## config.mk

```make
export PLATFORM = sky130hd
export DESIGN_NAME = lsu_unit
export DESIGN_NICKNAME = d
export VERILOG_FILES = /design/src/rtl/lsu_unit.sv
export SDC_FILE = /design/constraint.sdc
export NUM_CORES = 1
export LEC_CHECK = 0
export ABC_AREA = 1
export BUFFER_PORTS_ARGS = -buffer_cell sky130_fd_sc_hd__buf_2
export CORE_MARGIN = 4
export CORE_UTILIZATION = 49
export DETAILED_ROUTE_END_ITERATION = 10
export GPL_ROUTABILITY_DRIVEN = 0
export PLACE_DENSITY_LB_ADDON = 0.25
export SLEW_MARGIN = 30
export SYNTH_ARGS = -nofsm -noshare
export SYNTH_HDL_FRONTEND = slang
export SYNTH_SLANG_ARGS = --single-unit
export TNS_END_PERCENT = 10
```

## constraint.sdc

```tcl
create_clock -name clk -period 1.66 [get_ports clk]
set_clock_uncertainty 0.1 [all_clocks]
set_input_delay 0.332 -clock clk [delete_from_list [all_inputs] [get_ports clk]]
set_output_delay 0.332 -clock clk [all_outputs]
set_load 0.01 [all_outputs]
```

## src/rtl/lsu_unit.sv

```systemverilog
// Load/store unit for the RV32I core.
// The ALU result is used as the effective address. The unit drives a
// request/acknowledge data bus with byte enables and formats load data.
// It stalls the core until the access acks, is rejected, or times out.
module lsu_unit #(
   parameter int TIMEOUT = 16,
   parameter int CNT_W   = 5
) (
   input  logic        clk,
   input  logic        rst,
   input  logic        lsu_valid,
   input  logic        mem_read,
   input  logic        mem_write,
   input  logic [2:0]  funct3,
   input  logic [31:0] addr,
   input  logic [31:0] store_data,
   output logic        mem_req,
   output logic        mem_we,
   output logic [31:0] mem_addr,
   output logic [31:0] mem_wdata,
   output logic [3:0]  mem_be,
   input  logic [31:0] mem_rdata,
   input  logic        mem_ack,
   output logic        lsu_stall,
   output logic        lsu_done,
   output logic        lsu_err,
   output logic [31:0] load_data
);

   typedef enum logic [1:0] {S_IDLE, S_REQ, S_DONE} state_t;

   localparam logic [CNT_W-1:0] TMO = CNT_W'(TIMEOUT);

   state_t            state_q, state_d;
   logic [CNT_W-1:0]  cnt_q, cnt_d;
   logic              mem_req_q, mem_req_d;
   logic              mem_we_q, mem_we_d;
   logic [31:0]       mem_addr_q, mem_addr_d;
   logic [31:0]       mem_wdata_q, mem_wdata_d;
   logic [3:0]        mem_be_q, mem_be_d;
   logic              done_q, done_d;
   logic              err_q, err_d;
   logic [31:0]       load_data_q, load_data_d;
   // byte offset and funct3 of the in-flight access, needed to pick the load lane
   logic [1:0]        off_q, off_d;
   logic [2:0]        f3_q, f3_d;

   logic              start;
   logic              illegal;
   logic              misaligned;
   logic [3:0]        be_req;
   logic [31:0]       wdata_req;
   logic [31:0]       lane;
   logic [31:0]       ld_fmt;
   logic [CNT_W-1:0]  cnt_inc;

   // Decode the incoming request: legality, alignment, byte lanes and store data.
   always_comb begin
      start      = (state_q == S_IDLE) && lsu_valid && (mem_read || mem_write);
      illegal    = 1'b0;
      misaligned = 1'b0;
      be_req     = 4'b1111;
      wdata_req  = store_data;
      if (mem_read && mem_write) begin
         illegal = 1'b1;
      end else if (mem_read) begin
         illegal = !(funct3 inside {3'b000, 3'b001, 3'b010, 3'b100, 3'b101});
      end else begin
         illegal = !(funct3 inside {3'b000, 3'b001, 3'b010});
      end
      case (funct3[1:0])
         2'b00: begin
            be_req    = 4'b0001 << addr[1:0];
            wdata_req = {4{store_data[7:0]}};
         end
         2'b01: begin
            be_req     = 4'b0011 << addr[1:0];
            wdata_req  = {2{store_data[15:0]}};
            misaligned = addr[0];
         end
         default: begin
            be_req     = 4'b1111;
            wdata_req  = store_data;
            misaligned = (addr[1:0] != 2'b00);
         end
      endcase
   end

   // Select the addressed lane of the read word and sign/zero extend it.
   always_comb begin
      lane = mem_rdata >> {off_q, 3'b000};
      case (f3_q)
         3'b000:  ld_fmt = {{24{lane[7]}}, lane[7:0]};
         3'b001:  ld_fmt = {{16{lane[15]}}, lane[15:0]};
         3'b100:  ld_fmt = {24'd0, lane[7:0]};
         3'b101:  ld_fmt = {16'd0, lane[15:0]};
         default: ld_fmt = lane;
      endcase
   end

   // Next-state and next-output logic for the IDLE/REQ/DONE sequencer.
   always_comb begin
      state_d     = state_q;
      cnt_d       = cnt_q;
      mem_req_d   = mem_req_q;
      mem_we_d    = mem_we_q;
      mem_addr_d  = mem_addr_q;
      mem_wdata_d = mem_wdata_q;
      mem_be_d    = mem_be_q;
      load_data_d = load_data_q;
      off_d       = off_q;
      f3_d        = f3_q;
      done_d      = 1'b0;
      err_d       = 1'b0;
      cnt_inc     = cnt_q + 1'b1;
      case (state_q)
         S_IDLE: begin
            if (start) begin
               if (illegal || misaligned) begin
                  // rejected before any bus activity
                  state_d = S_DONE;
                  done_d  = 1'b1;
                  err_d   = 1'b1;
               end else begin
                  state_d     = S_REQ;
                  cnt_d       = '0;
                  mem_req_d   = 1'b1;
                  mem_we_d    = mem_write;
                  mem_addr_d  = {addr[31:2], 2'b00};
                  mem_wdata_d = wdata_req;
                  mem_be_d    = be_req;
                  off_d       = addr[1:0];
                  f3_d        = funct3;
               end
            end
         end
         S_REQ: begin
            if (mem_ack) begin
               // an ack on the final allowed cycle still completes cleanly
               state_d   = S_DONE;
               mem_req_d = 1'b0;
               done_d    = 1'b1;
               if (!mem_we_q) load_data_d = ld_fmt;
            end else begin
               cnt_d = cnt_inc;
               if (cnt_inc == TMO) begin
                  state_d   = S_DONE;
                  mem_req_d = 1'b0;
                  done_d    = 1'b1;
                  err_d     = 1'b1;
               end
            end
         end
         default: begin
            state_d = S_IDLE;
            cnt_d   = '0;
         end
      endcase
   end

   // State and output registers; reset abandons any in-flight access.
   always_ff @(posedge clk) begin
      if (rst) begin
         state_q     <= S_IDLE;
         cnt_q       <= '0;
         mem_req_q   <= 1'b0;
         mem_we_q    <= 1'b0;
         mem_addr_q  <= '0;
         mem_wdata_q <= '0;
         mem_be_q    <= '0;
         done_q      <= 1'b0;
         err_q       <= 1'b0;
         load_data_q <= '0;
         off_q       <= '0;
         f3_q        <= '0;
      end else begin
         state_q     <= state_d;
         cnt_q       <= cnt_d;
         mem_req_q   <= mem_req_d;
         mem_we_q    <= mem_we_d;
         mem_addr_q  <= mem_addr_d;
         mem_wdata_q <= mem_wdata_d;
         mem_be_q    <= mem_be_d;
         done_q      <= done_d;
         err_q       <= err_d;
         load_data_q <= load_data_d;
         off_q       <= off_d;
         f3_q        <= f3_d;
      end
   end

   assign mem_req   = mem_req_q;
   assign mem_we    = mem_we_q;
   assign mem_addr  = mem_addr_q;
   assign mem_wdata = mem_wdata_q;
   assign mem_be    = mem_be_q;
   assign lsu_done  = done_q;
   assign lsu_err   = err_q;
   assign load_data = load_data_q;
   // drops in DONE so the core retires that cycle with load_data valid
   assign lsu_stall = start || (state_q == S_REQ);

endmodule

```

[Yosys cells after proc, flatten, opt, wreduce, memory -nomap -nowiden]
Index checks and enable logic that the tools add are counted.
Widths: inputs -> output; s select.
Cells by class
  $add $sub $neg: 1
  equal/unequal tests: 14
  shift-type cells: 3
  multiplexer cells: 27
  bitwise gates (word level): 2
  reductions and logical operators: 21
Operators with widths (count)
  $pmux 32 s4: 1
  $pmux 32 s2: 1
  $shr 32x5->32: 1
  $mux 5: 3
  $eq 3x3->1 const B: 4
  $mux 1: 11
  $pmux 5 s2: 1
  $reduce_and 3->1: 3
  $mux 2: 4
  $pmux 1 s2: 4
  $pmux 4 s2: 1
  $eq 3x1->1 const B: 2
  $logic_not 3->1: 2
  $ne 2x2->1 const B: 3
  $add 5x1->5 const B: 1
  $eq 5x5->1 const B: 1
  $reduce_bool 5->1: 1
  $eq 2x1->1 const B: 2
  $logic_not 2->1: 2
  $pmux 2 s2: 1
  $reduce_and 4->1: 1
  $reduce_bool 2->1: 2
  $shl 1x2->4 const A: 1
  $shl 2x2->4 const A: 1
  other kinds (8): 14
Storage, ports and cells
  register bits: 114
  input port bits: 105
  output and inout port bits: 105
  logic and storage cells: 80

[Logic depth before layout (Yosys ltp)]
Gate-level depths: netlist of run 1.
  word-level depth: 9
  depth in mapped cells: 11
  depth with buffers taken out: 10

[Worst setup path after synthesis of run 1]
OpenSTA, ideal clock, no wires.
  path type: reg-to-reg
  start: reg off_q[0]
  end: reg load_data_q[31], in the netlist load_data[31]
  arrival: 1.291 ns
  data required time: 1.451 ns
  slack: 0.160 ns
  stages on the path, launching flop included: 12
  path buffers: 2
  period minus slack after synthesis: 1.500 ns
  path through: dfxtp_1 > buf_6 > nand2_2 > o21ai_1 > o21a_2 > nand3_2 > nand2_4 > nor2_8 > buf_12 > nand2_2 > nand2_1 > inv_1
On the way
  longest elaborated chain between the ends: 2
RTL lines
  start, declared: line 45  | logic [1:0] off_q, off_d;
  start signal, assigned: line 174  | off_q <= '0;
  start signal, assigned: line 187  | off_q <= off_d;
  $shr 32x5->32: line 91  | lane = mem_rdata >> {off_q, 3'b000};
  $pmux 32 s4: line 92  | case (f3_q)
  end signal, assigned: line 186  | load_data_q <= load_data_d;
  end, declared: line 43  | logic [31:0] load_data_q, load_data_d;
Every way passes these cells.
A chain may end at the register's enable or synchronous reset.

[Worst setup path in the final report of run 1]
  start: reg state_q[1]
  end: out lsu_stall
On the way
  longest elaborated chain between the ends: 4
RTL lines
  start, declared: line 34  | state_t state_q, state_d;
  start signal, assigned: line 177  | state_q <= state_d;
  $logic_not 2->1: line 59  | start = (state_q == S_IDLE) && lsu_valid && (mem_read || mem_write);
  $logic_and 1x1->1 (2 in series): line 59
  $logic_or 1x1->1 (*): line 201  | assign lsu_stall = start || (state_q == S_REQ);
  end, declared: line 24  | output logic lsu_stall,
Every way passes the cells marked *; elsewhere a longest branch is shown, timed or not.

==> metrics.md, run 1 <==
| Metric | Value |
|---|---|
| Worst-path fanout max | 3 |
| Core area | 10500 um^2 |
| Top-area cell type share of the netlist area | 42.5% |
| Fin crit period | between 1.5 and 2 ns |
| Post-synthesis sequential area ratio | approximately 42% |
| Worst-path clk slew | 0.06 ns |
| Net Sw Frac | 27.2% |
| Startpoint types | flop |
| CP max stage cell | dfxtp_2 |
| DR WL/cell | ~14 um |
| Largest net degree at the start of global routing | 53 |
| Initial antenna violation count | 3 |
| Post-synth cell types | 35 |
| WP buf/inv | 2 |
| Fmax | 0.602 GHz |
| Die width | around 110 um |
| Max_slew headroom | 57.0% |
| CTS Sinks | between 100 and 150 |
| Synth warn | 0 |
| Total CTS buffers | 17 |
| IO Count | between 200 and 250 |
| Global Route Usage Sum | roughly a quarter |
| Outcome | finished with violations |
| Power Dens Cells | 985 nW/um^2 |
| Global-route wire length before repair | about 27000 um |
| Clk_lat worst skew | 0.49 ns |
| Slew Limit Fails | 0 |
| Layout cells sized above 1 | a little under a third |
| Fin util | 72.3% |
| Crit-path cells | inv_4 -> nand2_4 -> o21ai_2 -> buf_2 |
| Gate power share | 13.8% |
| Critical path origin | state_q[1] |
| Post-synthesis async set-or-reset flop share | 0% |
| Clock buffer depth | 2 |
| Dominant cell type by area after synthesis | dfxtp_1 |
| RSZ-0062 raised after global routing | true |
| Die height | 113 um |
| DR vias | 6030 |
| Final setup vio count | 1 |
| DR DRC count | 0 |
| Clock share of power | 47.7% |
| Final net count | roughly 1100 |
| Max VDD drop | 0.672 mV |
| Row Count | 37 |
| DR vias/cell | 5.10 |
| Post-synth EDFFs | 0 |
| Mapped Area | 5370 um^2 |
| Worst Path Arrival | 1.23 ns |
| Reg2reg start | state_q[1] |
| Endpoints failing hold | 0 |
| # fillers | 860 |
| DIE AREA | 12700 um^2 |
| CTS tree | built |
| Hold_sp | addr[26] |
| Remaining global-route overflow | 0 |
| Failing checks | setup timing |
| Setup ws final | -0.00234 ns |
| CP endpoint kind | output port |
| Final WL | 16700 um |
| Top Family by Delay on Critical Path | flip-flops |
| Worst reg2reg setup slack | ~0.14 ns |
| Cell count after synthesis | 789 |
| Worst min-delay path class | in -> reg |
| Tcrit/Tclk final | 100% |
| Clk root buf | clkbuf_8 |
| 1st-iter DRT viols | 432 |
| Syn_area_per_cell | around 6.8 um^2 |
| Register bit total from synthesis | 114 |
| Register area | 2290 um^2 |
| Number of detailed-route iterations in the first pass | 5 |
| Multi-input logic area | 2620 um^2 |
| Vias in the first global route | around 5800 |
| CP Class | reg -> out |
| Most frequently used flop master after synthesis | dfxtp_1 |
| Initial core utilization | between 50% and 60% |
| Leakage power | roughly 3.7 nW |
| Layout area overhead | 41.5% |
| CP required | 1.23 ns |
| Htree depth | 4 |
| Synth top area cells | dfxtp_1 42%, nand2_1 15%, a21oi_1 9.5% |
| Final Power | 7.48 mW |
| Hpwl dp | 11600 um |
| Max-cap violation count | 0 |
| Antenna viol nets, final | 0 |
| Port bufs | 207 |
| Internal power | 5.44 mW |
| Sw Pwr | around 2.0 mW |
| CP peak stage delay | between 0.3 and 0.4 ns |
| Reg power frac | 38.5% |
| Worst-margin pin slew | 0.644 ns |
[per-stage QoR]
| stage | worst slack (ns) | TNS (ns) | hold slack (ns) | cell area (um^2) | instances |
|---|---|---|---|---|---|
| after detailed placement | -0.0391 | -0.457 | 0.348 | 6680 | 1120 |
| after floorplan | 0.160 | 0 | 0.340 | 5380 | 790 |
| after CTS | -0.0309 | -0.0309 | 0.00328 | 7580 | 1181 |
| after global placement | -0.0199 | -0.149 | 0.344 | 6680 | 1120 |
| final | -0.00234 | -0.00234 | 0.0288 | 7600 | 1182 |
| after global routing | -0.0717 | -0.0717 | 0.0209 | 7600 | 1182 |
[cells in the mapped netlist, types with 7 or more instances]
| cell type | count |
|---|---|
| nand2_1 | 220 |
| dfxtp_1 | 114 |
| a21oi_1 | 102 |
| nor2_1 | 75 |
| nand3_1 | 72 |
| inv_1 | 54 |
| o21ai_0 | 36 |
| clkbuf_1 | 21 |
| buf_2 | 14 |
| nand2_2 | 13 |
| a211oi_1 | 10 |
| buf_4 | 8 |
| or2_2 | 8 |
| inv_2 | 7 |
[final timing paths]
| check | endpoint | depth (start not counted) |
|---|---|---|
| min reg2reg | mem_addr[26] | 2 |
| min | mem_addr[26] | 3 |
| max reg2reg | mem_wdata[18] | 8 |
| max | lsu_stall | 4 |
[worst min-delay path, delay by kind of cell]
kind            cells  cell delay [ns]
compound gates      1             0.06
buf+inv             1             0.09
simple gates        1             0.08
[placed cells by master (no fill, tap or decap), types with 3 or more instances in the layout]
| cell | count |
|---|---|
| dlygate4sd3_1 | 29 |
| buf_4 | 28 |
| inv_6 | 5 |
| dfxtp_1 | 108 |
| or2_2 | 8 |
| a211oi_1 | 10 |
| buf_2 | 206 |
| nand2_1 | 219 |
| inv_1 | 53 |
| clkbuf_16 | 16 |
| o21ai_0 | 35 |
| o21ai_1 | 4 |
| dfxtp_2 | 6 |
| nand2_4 | 3 |
| inv_2 | 7 |
| buf_12 | 7 |
| nand4_1 | 4 |
| a21oi_1 | 102 |
| nand3_1 | 72 |
| nor2_2 | 3 |
| nand3_2 | 4 |
| nor2_1 | 74 |
| clkinvlp_4 | 3 |
| nand2_2 | 12 |
[what timing repair did]
item,CTS,global route
gates resized for setup,9,9
hold endpoints to repair,29,0
pin swaps,2,0
setup endpoints to repair,10,35
hold buffers,29,0
buffers inserted,1,0
[cells by family (layout without fill, tap and decap cells)]
group / count (synthesis) / in the layout / share of synthesized area [%]
AOI/OAI and AO/OA: 159 / 159 / 15.8
other: 1 / 3 / 0.0698
buffers and inverters: 111 / 366 / 9.25
adders and majority gates: 1 / 1 / 0.233
and+or+nand+nor: 403 / 403 / 32.2
DFF: 114 / 114 / 42.5
[power by group through the flow]
stage                     clock network (mW)  logic (mW)  registers, mW
after floorplan                            0       0.504           2.97
after global placement                     0       0.939           2.93
after detailed placement                   0       0.944           2.94
after CTS                               3.61        1.01           2.88
after global routing                    3.75        1.14           2.89
final                                   3.57        1.03           2.88
[registers in the layout, summed over array words and instances, names as in the netlist]
register	count
cnt_q	5
f3_q	3
load_data	32
lsu_done	1
lsu_err	1
mem_addr	30
mem_be	4
mem_req	1
mem_wdata	32
mem_we	1
off_q	2
state_q	2
[area by class of cell]
cell class | count | area share (%)
repair buffers | 272 | 22.3
clock buffers | 17 | 5.45
diodes | 1 | 0.0329
multi-input cells | 565 | 34.4
clock inverters | 15 | 2.26
flip-flops and latches | 114 | 30.1
well taps | 136 | 2.24
inverters | 62 | 3.10
[routing by layer]
layer	share of wire (%)	wire length, um	track usage [%]	vias to the layer above
met1	41	6920	31.6	2664
met3	8.8	1460	7.91	40
li1	-	-	-	3027
met2	47	7850	42.7	295
met4	2.7	453	10.2	4
met5	0.16	26	0	-
Note: power is estimated with default switching activity, not from simulation.
==> run 2, diff against run 1 <==
- HOLD_SLACK_MARGIN: not set -> 0.03
==> run 2 against run 1 <==
Effect of this change: the run still ends with setup timing left; die area did not move; first-iteration DRC count rose by 13%; final area rose by 1.0%; flip-flop and latch count unchanged; core utilization increased by 0.75 points; fmax shrank 0.68%; clock power about the same.
==> metrics.md, run 2 (synthesis results as in run 1) <==
| Metric | Value |
|---|---|
| Outcome | finished with violations |
| Failing checks | setup timing |
| DR DRC count | 0 (unchanged) |
| Power Dens Cells | 980 nW/um^2 (-0.50%) |
| DR vias | 6081 (+0.85%) |
| Die height | 113 um (unchanged) |
| Clock buffer depth | 2 (unchanged) |
| Initial antenna violation count | 3 (unchanged) |
| CP max stage cell | dfxtp_2 |
| IO Count | 210 (unchanged) |
| RSZ-0062 raised after global routing | true |
| Vias in the first global route | 5837 (+0.22%) |
| CP peak stage delay | 0.36 ns (+0.03 ns) |
| Worst reg2reg setup slack | 0.10 ns (-0.04 ns) |
| Total CTS buffers | 17 (unchanged) |
| Tcrit/Tclk final | 101% (+0.68 points) |
| Critical path origin | state_q[1] |
| CTS Sinks | 114 (unchanged) |
| CP endpoint kind | output port |
| Reg2reg end | mem_wdata[16] |
| Row Count | 37 (unchanged) |
| Layout area overhead | 42.9% |
| Initial core utilization | 51.1% (unchanged) |
| Fin util | 73.1% (+0.75 points) |
| CTS tree | built |
| Final net count | 1143 (+0.44%) |
| Startpoint types | flop |
| Commonest non-fill, non-tap cell in the layout | nand2_1 |
| Core area | 10500 um^2 (unchanged) |
| Global Route Usage Sum | 26.0% (+0.10 points) |
| Max-cap violation count | 0 (unchanged) |
| CP required | 1.23 ns (about the same) |
| Final Instance Area | 7680 um^2 (+1.0%) |
| Worst-path clk slew | 0.06 ns (about the same) |
| Most frequent cells in the layout | 218 x nand2_1, 206 x buf_2, 109 x dfxtp_1, 102 x a21oi_1, 74 x nor2_1 |
| Hold_sp | store_data[3] |
| Fmax | 0.597 GHz (-0.68%) |
| Max_slew headroom | 57.1% (about the same) |
| WP buf/inv | 2 (unchanged) |
| Reg2reg start | state_q[1] |
| Final Power | 7.52 mW (+0.53%) |
| Global-route wire length before repair | 27400 um (+0.30%) |
| Clk_lat worst skew | 0.50 ns (about the same) |
| Placed Instance Area | 6680 um^2 (unchanged) |
| Worst-margin pin slew | 0.643 ns (-0.000443 ns) |
| DIE AREA | 12700 um^2 (unchanged) |
| Leakage power | 3.77 nW (+0.99%) |
| Max VDD drop | 0.674 mV (+0.20%) |
| Crit-path cells | inv_4 -> nand2_4 -> o21ai_2 -> buf_2 |
| Post-route insts no fill | 1187 (+0.42%) |
| DR vias/cell | 5.12 (+0.42%) |
| Worst min-delay path class | in -> reg |
| Clk root buf | clkbuf_8 |
| Slew Limit Fails | 0 (unchanged) |
| CP Capture Point | lsu_stall |
| WHS Path Cells | 3 (unchanged) |
| Endpoints failing hold | 0 (unchanged) |
| Die width | 113 um (unchanged) |
| Fin crit period | 1.67 ns (+0.0114 ns) |
| Worst-path fanout max | 10 (+7) |
| 1st-iter DRT viols | 487 (+13%) |
| Dpl ws | -0.0391 ns (unchanged) |
| Worst Hold Slack | 0.0520 ns (+0.0232 ns) |
| Htree depth | 4 (unchanged) |
| Hpwl dp | 11600 um (unchanged) |
| Layout cells sized above 1 | 31.2% (+0.042 points) |
| Setup ws final | -0.0137 ns (-0.0114 ns) |
| Inst Count DP | 1120 (unchanged) |
| Largest net degree at the start of global routing | 53 (unchanged) |
| Antenna viol nets, final | 0 (unchanged) |
| Final setup vio count | 1 (unchanged) |
| Remaining global-route overflow | 0 (unchanged) |
| Fin Setup TNS | -0.0137 ns (-0.0114 ns) |
| Final WL | 17000 um (+1.9%) |
| DR WL/cell | 14.4 um (+1.5%) |
| Number of detailed-route iterations in the first pass | 5 (unchanged) |
| Worst Reg2Reg Path Length in Cells | 8 (unchanged) |
| Worst Path Arrival | 1.24 ns (about the same) |
| CP Class | reg -> out |
| Port bufs | 207 (unchanged) |
| Top Family by Delay on Critical Path | flip-flops |
| WP depth | 4 (unchanged) |
| # fillers | 841 (-2.2%) |
-- run 2: cell count changes in the layout (fill, tap and decap cells not counted), sizes merged --
cell	previous run	this run
dlygate4sd3	29	32
buf	243	244
clkbuf	17	18
-- run 2: how the worst min path moves through the flow --
stage | to | slack, ns
floorplan | f3_q[2] | 0.34
global placement | mem_addr[17] | 0.34
detailed placement | mem_addr[16] | 0.35
CTS | mem_wdata[3] | 0.03
global route | mem_wdata[3] | 0.05
finish | mem_wdata[3] | 0.05
-- run 2: worst min-delay path: stages --
cell     delay (ns)
buf_2          0.11
nand3_1        0.09
a21oi_1        0.07
-- run 2: layout make-up --
type	count	area (um^2)	area share [%]
Antenna cell	1	2.50	0.0326
Clock buffer	17	414	5.39
Clock inverter	15	171	2.23
Inverter	62	238	3.10
Multi-Input combinational cell	565	2630	34.3
Sequential cell	114	2290	29.8
Tap cell	136	170	2.22
Timing Repair Buffer	277	1760	22.9
-- run 2: power by group --
part / switching [mW] / leakage [nW] / internal (mW) / total [mW]
Clock: 1.40 / 0.280 / 2.18 / 3.58
Combinational: 0.612 / 2.57 / 0.451 / 1.06
Sequential: 0.0527 / 0.925 / 2.83 / 2.88
-- run 2: per-layer routing --
metal | vias up | global-route usage, % | part of all wire (%)
met5 | - | 0 | 0.041
met4 | 2 | 10.0 | 2.9
met3 | 42 | 7.86 | 9.3
met2 | 301 | 43.0 | 47
met1 | 2691 | 31.8 | 41
li1 | 3045 | - | -
-- run 2: what timing repair did --
action,CTS,global route
hold buffers,32,0
gates cloned,0,1
gates resized for setup,9,13
setup buffers,1,1
pin swaps,2,0
endpoints found under the setup margin,10,35
endpoints found under the hold margin,32,0
